### src/rtl/hazard_ctrl_if.sv
// Hazard-controller bus: pipeline-side hazard inputs and stall/flush/redirect controls.
// master = pipeline datapath, slave = hazard_ctrl.
interface hazard_ctrl_if #(
  parameter int unsigned REG_W = 5,
  parameter int unsigned NSRC  = 2
);
  logic [5:0]            id_op;
  logic [5:0]            id_func;
  logic [NSRC*REG_W-1:0] id_rsel;
  logic [NSRC-1:0]       id_rvalid;
  logic                  id_equal;
  logic [REG_W-1:0]      ex_wsel;
  logic [REG_W-1:0]      mem_wsel;
  logic                  ex_wen;
  logic                  mem_wen;
  logic                  ex_dren;
  logic                  mem_dren;
  logic                  mem_dwen;
  logic                  dhit;
  logic                  ihit;
  logic                  stall_if;
  logic                  stall_id;
  logic                  stall_ex;
  logic                  stall_mem;
  logic                  flush_id;
  logic                  flush_ex;
  logic                  pc_branch;
  logic                  pc_jump;

  modport master (
    output id_op, id_func, id_rsel, id_rvalid, id_equal,
           ex_wsel, mem_wsel, ex_wen, mem_wen, ex_dren,
           mem_dren, mem_dwen, dhit, ihit,
    input  stall_if, stall_id, stall_ex, stall_mem,
           flush_id, flush_ex, pc_branch, pc_jump
  );

  modport slave (
    input  id_op, id_func, id_rsel, id_rvalid, id_equal,
           ex_wsel, mem_wsel, ex_wen, mem_wen, ex_dren,
           mem_dren, mem_dwen, dhit, ihit,
    output stall_if, stall_id, stall_ex, stall_mem,
           flush_id, flush_ex, pc_branch, pc_jump
  );
endinterface

### src/rtl/hazard_ctrl.sv
// Hazard/stall controller for the 5-stage MIPS pipeline, sitting beside ID.
// Optional stall-cause performance counters: define HAZARD_PERF_EN.
module hazard_ctrl #(
  parameter int unsigned REG_W = 5,
  parameter int unsigned NSRC  = 2,
  parameter int unsigned CNT_W = 16
) (
  input  logic             CLK,
  input  logic             RST,
  hazard_ctrl_if.slave     hz,
  output logic [1:0]       hz_state
`ifdef HAZARD_PERF_EN
  ,
  output logic [CNT_W-1:0] perf_mem,
  output logic [CNT_W-1:0] perf_lu,
  output logic [CNT_W-1:0] perf_br,
  output logic [CNT_W-1:0] perf_flush
`endif
);

  localparam logic [5:0] OP_RTYPE = 6'h00;
  localparam logic [5:0] OP_J     = 6'h02;
  localparam logic [5:0] OP_JAL   = 6'h03;
  localparam logic [5:0] OP_BEQ   = 6'h04;
  localparam logic [5:0] OP_BNE   = 6'h05;
  localparam logic [5:0] FN_JR    = 6'h08;

  typedef enum logic [1:0] {
    ST_RUN      = 2'd0,
    ST_MEM_WAIT = 2'd1,
    ST_LU_STALL = 2'd2,
    ST_BR_STALL = 2'd3
  } hz_state_e;

  if (REG_W == 0 || NSRC == 0 || CNT_W == 0) begin : g_bad_param
    $error("hazard_ctrl: REG_W, NSRC and CNT_W must be non-zero");
  end

  hz_state_e hz_state_q, hz_state_d;
  logic      ex_match_c, mem_match_c;
  logic      is_beq_c, is_bne_c, is_br_c, is_jmp_c;
  logic      take_br_c, redirect_c;

  // Does any live ID source read the EX / MEM destination ($0 never matches).
  always_comb begin
    ex_match_c  = 1'b0;
    mem_match_c = 1'b0;
    for (int k = 0; k < int'(NSRC); k++) begin
      if (hz.id_rvalid[k] && (hz.id_rsel[k*REG_W +: REG_W] == hz.ex_wsel))
        ex_match_c = 1'b1;
      if (hz.id_rvalid[k] && (hz.id_rsel[k*REG_W +: REG_W] == hz.mem_wsel))
        mem_match_c = 1'b1;
    end
    if (hz.ex_wsel == '0)
      ex_match_c = 1'b0;
    if (hz.mem_wsel == '0)
      mem_match_c = 1'b0;
  end

  always_comb begin
    is_beq_c  = (hz.id_op == OP_BEQ);
    is_bne_c  = (hz.id_op == OP_BNE);
    is_br_c   = is_beq_c | is_bne_c;
    is_jmp_c  = (hz.id_op == OP_J) | (hz.id_op == OP_JAL) |
                ((hz.id_op == OP_RTYPE) & (hz.id_func == FN_JR));
    take_br_c = (is_beq_c & hz.id_equal) | (is_bne_c & ~hz.id_equal);
  end

  // Cause priority: data-memory wait, then load-use, then branch-operand.
  always_comb begin
    hz_state_d = ST_RUN;
    if ((hz.mem_dren | hz.mem_dwen) & ~hz.dhit)
      hz_state_d = ST_MEM_WAIT;
    else if (hz.ex_dren & ex_match_c)
      hz_state_d = ST_LU_STALL;
    else if (is_br_c & ((hz.ex_wen & ex_match_c) | (hz.mem_wen & mem_match_c)))
      hz_state_d = ST_BR_STALL;
  end

  // Stage controls are Mealy on the current cause; redirects only while running.
  always_comb begin
    hz.stall_if  = 1'b0;
    hz.stall_id  = 1'b0;
    hz.stall_ex  = 1'b0;
    hz.stall_mem = 1'b0;
    hz.flush_id  = 1'b0;
    hz.flush_ex  = 1'b0;
    hz.pc_branch = 1'b0;
    hz.pc_jump   = 1'b0;
    redirect_c   = 1'b0;
    unique case (hz_state_d)
      ST_MEM_WAIT: begin
        hz.stall_if  = 1'b1;
        hz.stall_id  = 1'b1;
        hz.stall_ex  = 1'b1;
        hz.stall_mem = 1'b1;
      end
      ST_LU_STALL, ST_BR_STALL: begin
        hz.stall_if = 1'b1;
        hz.stall_id = 1'b1;
        hz.flush_ex = 1'b1;
      end
      default: begin
        hz.pc_branch = take_br_c;
        hz.pc_jump   = is_jmp_c;
        redirect_c   = take_br_c | is_jmp_c;
        // Fetch miss: hold PC, let ID take a bubble so the rest drains.
        hz.stall_if  = ~hz.ihit;
        hz.flush_id  = redirect_c | ~hz.ihit;
      end
    endcase
  end

  always_ff @(posedge CLK) begin
    if (RST)
      hz_state_q <= ST_RUN;
    else
      hz_state_q <= hz_state_d;
  end

  assign hz_state = hz_state_q;

`ifdef HAZARD_PERF_EN
  logic [CNT_W-1:0] perf_mem_q, perf_lu_q, perf_br_q, perf_flush_q;
  logic [CNT_W-1:0] perf_mem_d, perf_lu_d, perf_br_d, perf_flush_d;

  // Saturating per-cause cycle counters.
  always_comb begin
    perf_mem_d   = perf_mem_q;
    perf_lu_d    = perf_lu_q;
    perf_br_d    = perf_br_q;
    perf_flush_d = perf_flush_q;
    if ((hz_state_d == ST_MEM_WAIT) && (perf_mem_q != '1))
      perf_mem_d = perf_mem_q + CNT_W'(1);
    if ((hz_state_d == ST_LU_STALL) && (perf_lu_q != '1))
      perf_lu_d = perf_lu_q + CNT_W'(1);
    if ((hz_state_d == ST_BR_STALL) && (perf_br_q != '1))
      perf_br_d = perf_br_q + CNT_W'(1);
    if (redirect_c && (perf_flush_q != '1))
      perf_flush_d = perf_flush_q + CNT_W'(1);
  end

  always_ff @(posedge CLK) begin
    if (RST) begin
      perf_mem_q   <= '0;
      perf_lu_q    <= '0;
      perf_br_q    <= '0;
      perf_flush_q <= '0;
    end else begin
      perf_mem_q   <= perf_mem_d;
      perf_lu_q    <= perf_lu_d;
      perf_br_q    <= perf_br_d;
      perf_flush_q <= perf_flush_d;
    end
  end

  assign perf_mem   = perf_mem_q;
  assign perf_lu    = perf_lu_q;
  assign perf_br    = perf_br_q;
  assign perf_flush = perf_flush_q;
`endif

endmodule

### src/flat_wrapper.sv
// flat-port wrapper written by rule: the top's interface ports become plain ports
module hazard_ctrl_flat 
#(
  parameter int unsigned REG_W = 5,
  parameter int unsigned NSRC  = 2,
  parameter int unsigned CNT_W = 16
)
  (CLK, RST, hz_state, hz_id_op, hz_id_func, hz_id_rsel, hz_id_rvalid, hz_id_equal, hz_ex_wsel, hz_mem_wsel, hz_ex_wen, hz_mem_wen, hz_ex_dren, hz_mem_dren, hz_mem_dwen, hz_dhit, hz_ihit, hz_stall_if, hz_stall_id, hz_stall_ex, hz_stall_mem, hz_flush_id, hz_flush_ex, hz_pc_branch, hz_pc_jump);
  hazard_ctrl_if #(.REG_W(REG_W), .NSRC(NSRC)) hz_i ();
  input  logic CLK;
  input  logic RST;
  output logic [1:0] hz_state;
  input wire logic [$bits(hz_i.id_op)-1:0] hz_id_op;
  input wire logic [$bits(hz_i.id_func)-1:0] hz_id_func;
  input wire logic [$bits(hz_i.id_rsel)-1:0] hz_id_rsel;
  input wire logic [$bits(hz_i.id_rvalid)-1:0] hz_id_rvalid;
  input wire logic [$bits(hz_i.id_equal)-1:0] hz_id_equal;
  input wire logic [$bits(hz_i.ex_wsel)-1:0] hz_ex_wsel;
  input wire logic [$bits(hz_i.mem_wsel)-1:0] hz_mem_wsel;
  input wire logic [$bits(hz_i.ex_wen)-1:0] hz_ex_wen;
  input wire logic [$bits(hz_i.mem_wen)-1:0] hz_mem_wen;
  input wire logic [$bits(hz_i.ex_dren)-1:0] hz_ex_dren;
  input wire logic [$bits(hz_i.mem_dren)-1:0] hz_mem_dren;
  input wire logic [$bits(hz_i.mem_dwen)-1:0] hz_mem_dwen;
  input wire logic [$bits(hz_i.dhit)-1:0] hz_dhit;
  input wire logic [$bits(hz_i.ihit)-1:0] hz_ihit;
  output wire logic [$bits(hz_i.stall_if)-1:0] hz_stall_if;
  output wire logic [$bits(hz_i.stall_id)-1:0] hz_stall_id;
  output wire logic [$bits(hz_i.stall_ex)-1:0] hz_stall_ex;
  output wire logic [$bits(hz_i.stall_mem)-1:0] hz_stall_mem;
  output wire logic [$bits(hz_i.flush_id)-1:0] hz_flush_id;
  output wire logic [$bits(hz_i.flush_ex)-1:0] hz_flush_ex;
  output wire logic [$bits(hz_i.pc_branch)-1:0] hz_pc_branch;
  output wire logic [$bits(hz_i.pc_jump)-1:0] hz_pc_jump;
  assign hz_i.id_op = hz_id_op;
  assign hz_i.id_func = hz_id_func;
  assign hz_i.id_rsel = hz_id_rsel;
  assign hz_i.id_rvalid = hz_id_rvalid;
  assign hz_i.id_equal = hz_id_equal;
  assign hz_i.ex_wsel = hz_ex_wsel;
  assign hz_i.mem_wsel = hz_mem_wsel;
  assign hz_i.ex_wen = hz_ex_wen;
  assign hz_i.mem_wen = hz_mem_wen;
  assign hz_i.ex_dren = hz_ex_dren;
  assign hz_i.mem_dren = hz_mem_dren;
  assign hz_i.mem_dwen = hz_mem_dwen;
  assign hz_i.dhit = hz_dhit;
  assign hz_i.ihit = hz_ihit;
  assign hz_stall_if = hz_i.stall_if;
  assign hz_stall_id = hz_i.stall_id;
  assign hz_stall_ex = hz_i.stall_ex;
  assign hz_stall_mem = hz_i.stall_mem;
  assign hz_flush_id = hz_i.flush_id;
  assign hz_flush_ex = hz_i.flush_ex;
  assign hz_pc_branch = hz_i.pc_branch;
  assign hz_pc_jump = hz_i.pc_jump;
  hazard_ctrl #(.REG_W(REG_W), .NSRC(NSRC), .CNT_W(CNT_W)) u_core (.CLK(CLK), .RST(RST), .hz(hz_i), .hz_state(hz_state));
endmodule
### config.mk
export PLATFORM = sky130hd
export DESIGN_NAME = hazard_ctrl_flat
export DESIGN_NICKNAME = d
export VERILOG_FILES = /design/src/rtl/hazard_ctrl_if.sv /design/src/rtl/hazard_ctrl.sv /design/src/flat_wrapper.sv
export SDC_FILE = /design/constraint.sdc
export NUM_CORES = 1
export LEC_CHECK = 0
export CORE_ASPECT_RATIO = 1.1
export CORE_MARGIN = 2
export CORE_UTILIZATION = 29
export DETAILED_ROUTE_END_ITERATION = 6
export PLACE_DENSITY = 0.88
export SKIP_LAST_GASP = 1
export SLEW_MARGIN = 20
export SYNTH_ARGS = -nofsm -noshare
export SYNTH_HDL_FRONTEND = slang
export SYNTH_SLANG_ARGS = --single-unit
### constraint.sdc
create_clock -name CLK -period 1.9 [get_ports CLK]
set_input_delay 0.19 -clock CLK [delete_from_list [all_inputs] [get_ports CLK]]
set_output_delay 0.19 -clock CLK [all_outputs]
set_load 0.01 [all_outputs]
==> summary.txt <==
status: complete, but fails checks
failing checks: negative setup slack
clock buffer depth: 2
GRT Overall Usage: 0.231
antenna cell count: 0
Pwr Total: 416 µW
wire per inst: 15.3 µm
VDD IR max: 0.175 mV
CTS tree: yes
Startpoint Class: input pin
vias in the first global route: 948
register area: 40.0 µm²
WL final: 2.62 mm
WP data arrival: 1.82 ns
Crit. Startpoint: hz_ex_wsel[3]
Final #Nets: 199
post-synth top area share: 0.341
drt drc: 0
design area: 1390 µm²
Syn Std Cell Area: 539 µm²
Setup Crit Path Kind: in2out
standard-cell row count: 16
post-synthesis area per instance: 8.17 µm²
grt ovf: 0
area leader, netlist: xnor2_1
CP required: 1.71 ns
synthesis warning total: 0
# setup viols final: 6
via count: 886
vias per cell: 5.18
Max Fclk: 497 MHz
Setup WS pre-CTS: -0.854 ns
post-DP HPWL: 1.85 mm
P&R area growth vs syn: 158%
Post-Syn Nets: 110
TritonCTS Sinks: 2
Iteration-0 DRC Markers: 6
sequential fraction of the synthesis area: 0.0742
RD Place Congestion: 0.736
Inserted Clock Buffers: 3
first-pass GRT wire length: 3.80 mm
post-synthesis cell type count: 30
antenna violations before repair: 0
Hold WC Path Type: in2reg
Largest register FFs: 2
ANT nets after route: 0
MaxCap Viol Count: 0
Fillers: 121
Worst-Margin Slew: 0.340 ns
Placed Area: 1290 µm²
CP max FO: 4
hold_buf cts: 0
top post-synthesis cells by area: xnor2_1, dfxtp_1, nand4_1
drt pass-1 iters: 4
Top Ports: 54
met2 global-route usage: 0.414
Setup crit end kind: output pin
clock-pin slew on the worst setup and hold paths: 0.03 ns
worst relative slew slack: 0.773
share of post-route cells with drive strength above 1: 0.451
Seq cells post-synth: 2
pin count of the biggest net entering global routing: 6
IO buf count: 53
floorplan core area: 1760 µm²
met1 Use GR: 0.220
most common cell after layout, fill and taps aside: buf_4
most frequent cells in the layout: buf_4, clkdlybuf4s50_1, xnor2_1, dlygate4sd2_1
Starting Density: 0.306
worst hold slack: 0.599 ns
CTS H-Tree Depth: 1
Leak: 0.649 nW
final-report hold violation count: 0
Final min period: 2.01 ns
hold path start: RST
PD cells: 298 nW/µm²
area of the die: 2220 µm²
Worst Slack Setup Final: -0.113 ns
Final Cycle Share: 1.06
multi-input combinational cell area: 546 µm²
Global Route met3 Usage: 0.0704
Final Slew Violations: 0
GRT busiest layer: met2
DIE WIDTH: 45.1 µm
CTS Root Cell: clkbuf_4
RSZ-0062 raised after global routing: true
Vert. Die Dim: 49.2 µm
synthesized instance count: 66
-- kinds of logic after synthesis --
kind of cell | count (synthesis) | share of synthesized area
XOR/XNOR | 21 | 0.341
AO/OA/AOI/OAI | 13 | 0.230
buffers and inverters | 5 | 0.0418
AND/OR/NAND/NOR | 25 | 0.313
flip-flops | 2 | 0.0742
-- Yosys cell counts --
cell type / instances
xnor2_1: 21
or4_4: 1
nor3_1: 2
nor3b_1: 1
nor4b_1: 1
dfxtp_1: 2
o22ai_1: 2
nor2_1: 3
or3_4: 1
o211ai_1: 2
nor4_1: 2
or2_4: 1
o21ai_0: 1
nand3_1: 1
or3b_4: 1
o21ai_2: 1
nor3b_2: 1
nand2b_1: 1
or4_1: 1
o21bai_1: 1
nand2_1: 2
a211oi_2: 1
o22a_4: 1
buf_4: 1
nand4_1: 5
a21oi_1: 2
o2bb2ai_1: 1
or2_2: 1
a2bb2oi_4: 1
inv_1: 4
-- stage by stage --
step | cells | setup TNS (ns) | utilization
after floorplan | 66 | 0 | -
after global placement | 163 | -4.86 | 0.731
after detailed placement | 163 | -5.24 | 0.731
after CTS | 171 | -0.553 | 0.753
after global routing | 171 | -0.702 | 0.790
final | 171 | -0.405 | 0.790
-- routing by layer --
metal,part of all wire,routed length [µm]
met2,0.51,1330
met4,0.024,63
met3,0.11,288
met1,0.36,932
met5,0,0
-- area by class of cell --
class / count / share of cell area
Tap cell: 18 / 0.0162
Clock buffer: 3 / 0.0162
Timing Repair Buffer: 85 / 0.536
Sequential cell: 2 / 0.0288
Inverter: 4 / 0.0108
Multi-Input combinational cell: 59 / 0.392
-- power by group --
| part | switching, mW | internal [mW] |
|---|---|---|
| Sequential | 0.000375 | 0.0436 |
| Combinational | 0.0993 | 0.166 |
| Clock | 0.0357 | 0.0706 |
-- worst paths after layout --
| path | end | depth (start not counted) |
|---|---|---|
| hold / removal | u_core.hz_state[1]$_SDFF_PP0_ | 2 |
| setup / recovery | hz_pc_jump | 8 |
-- critical path, stage by stage --
cell and delay (ns):
buf_6 0.09, or4_4 0.53, o211ai_1 0.22, o22a_4 0.22
buf_6 0.11, o21ai_4 0.06, nor4_2 0.22, buf_2 0.17
-- timing repair --
item                       4_1_cts  5_1_grt
setup buffers                    5        0
setup endpoints to repair        8        8
gates resized for setup         69       17
pin swaps                       15       13
No activity file was read; power rests on OpenSTA's default activity.
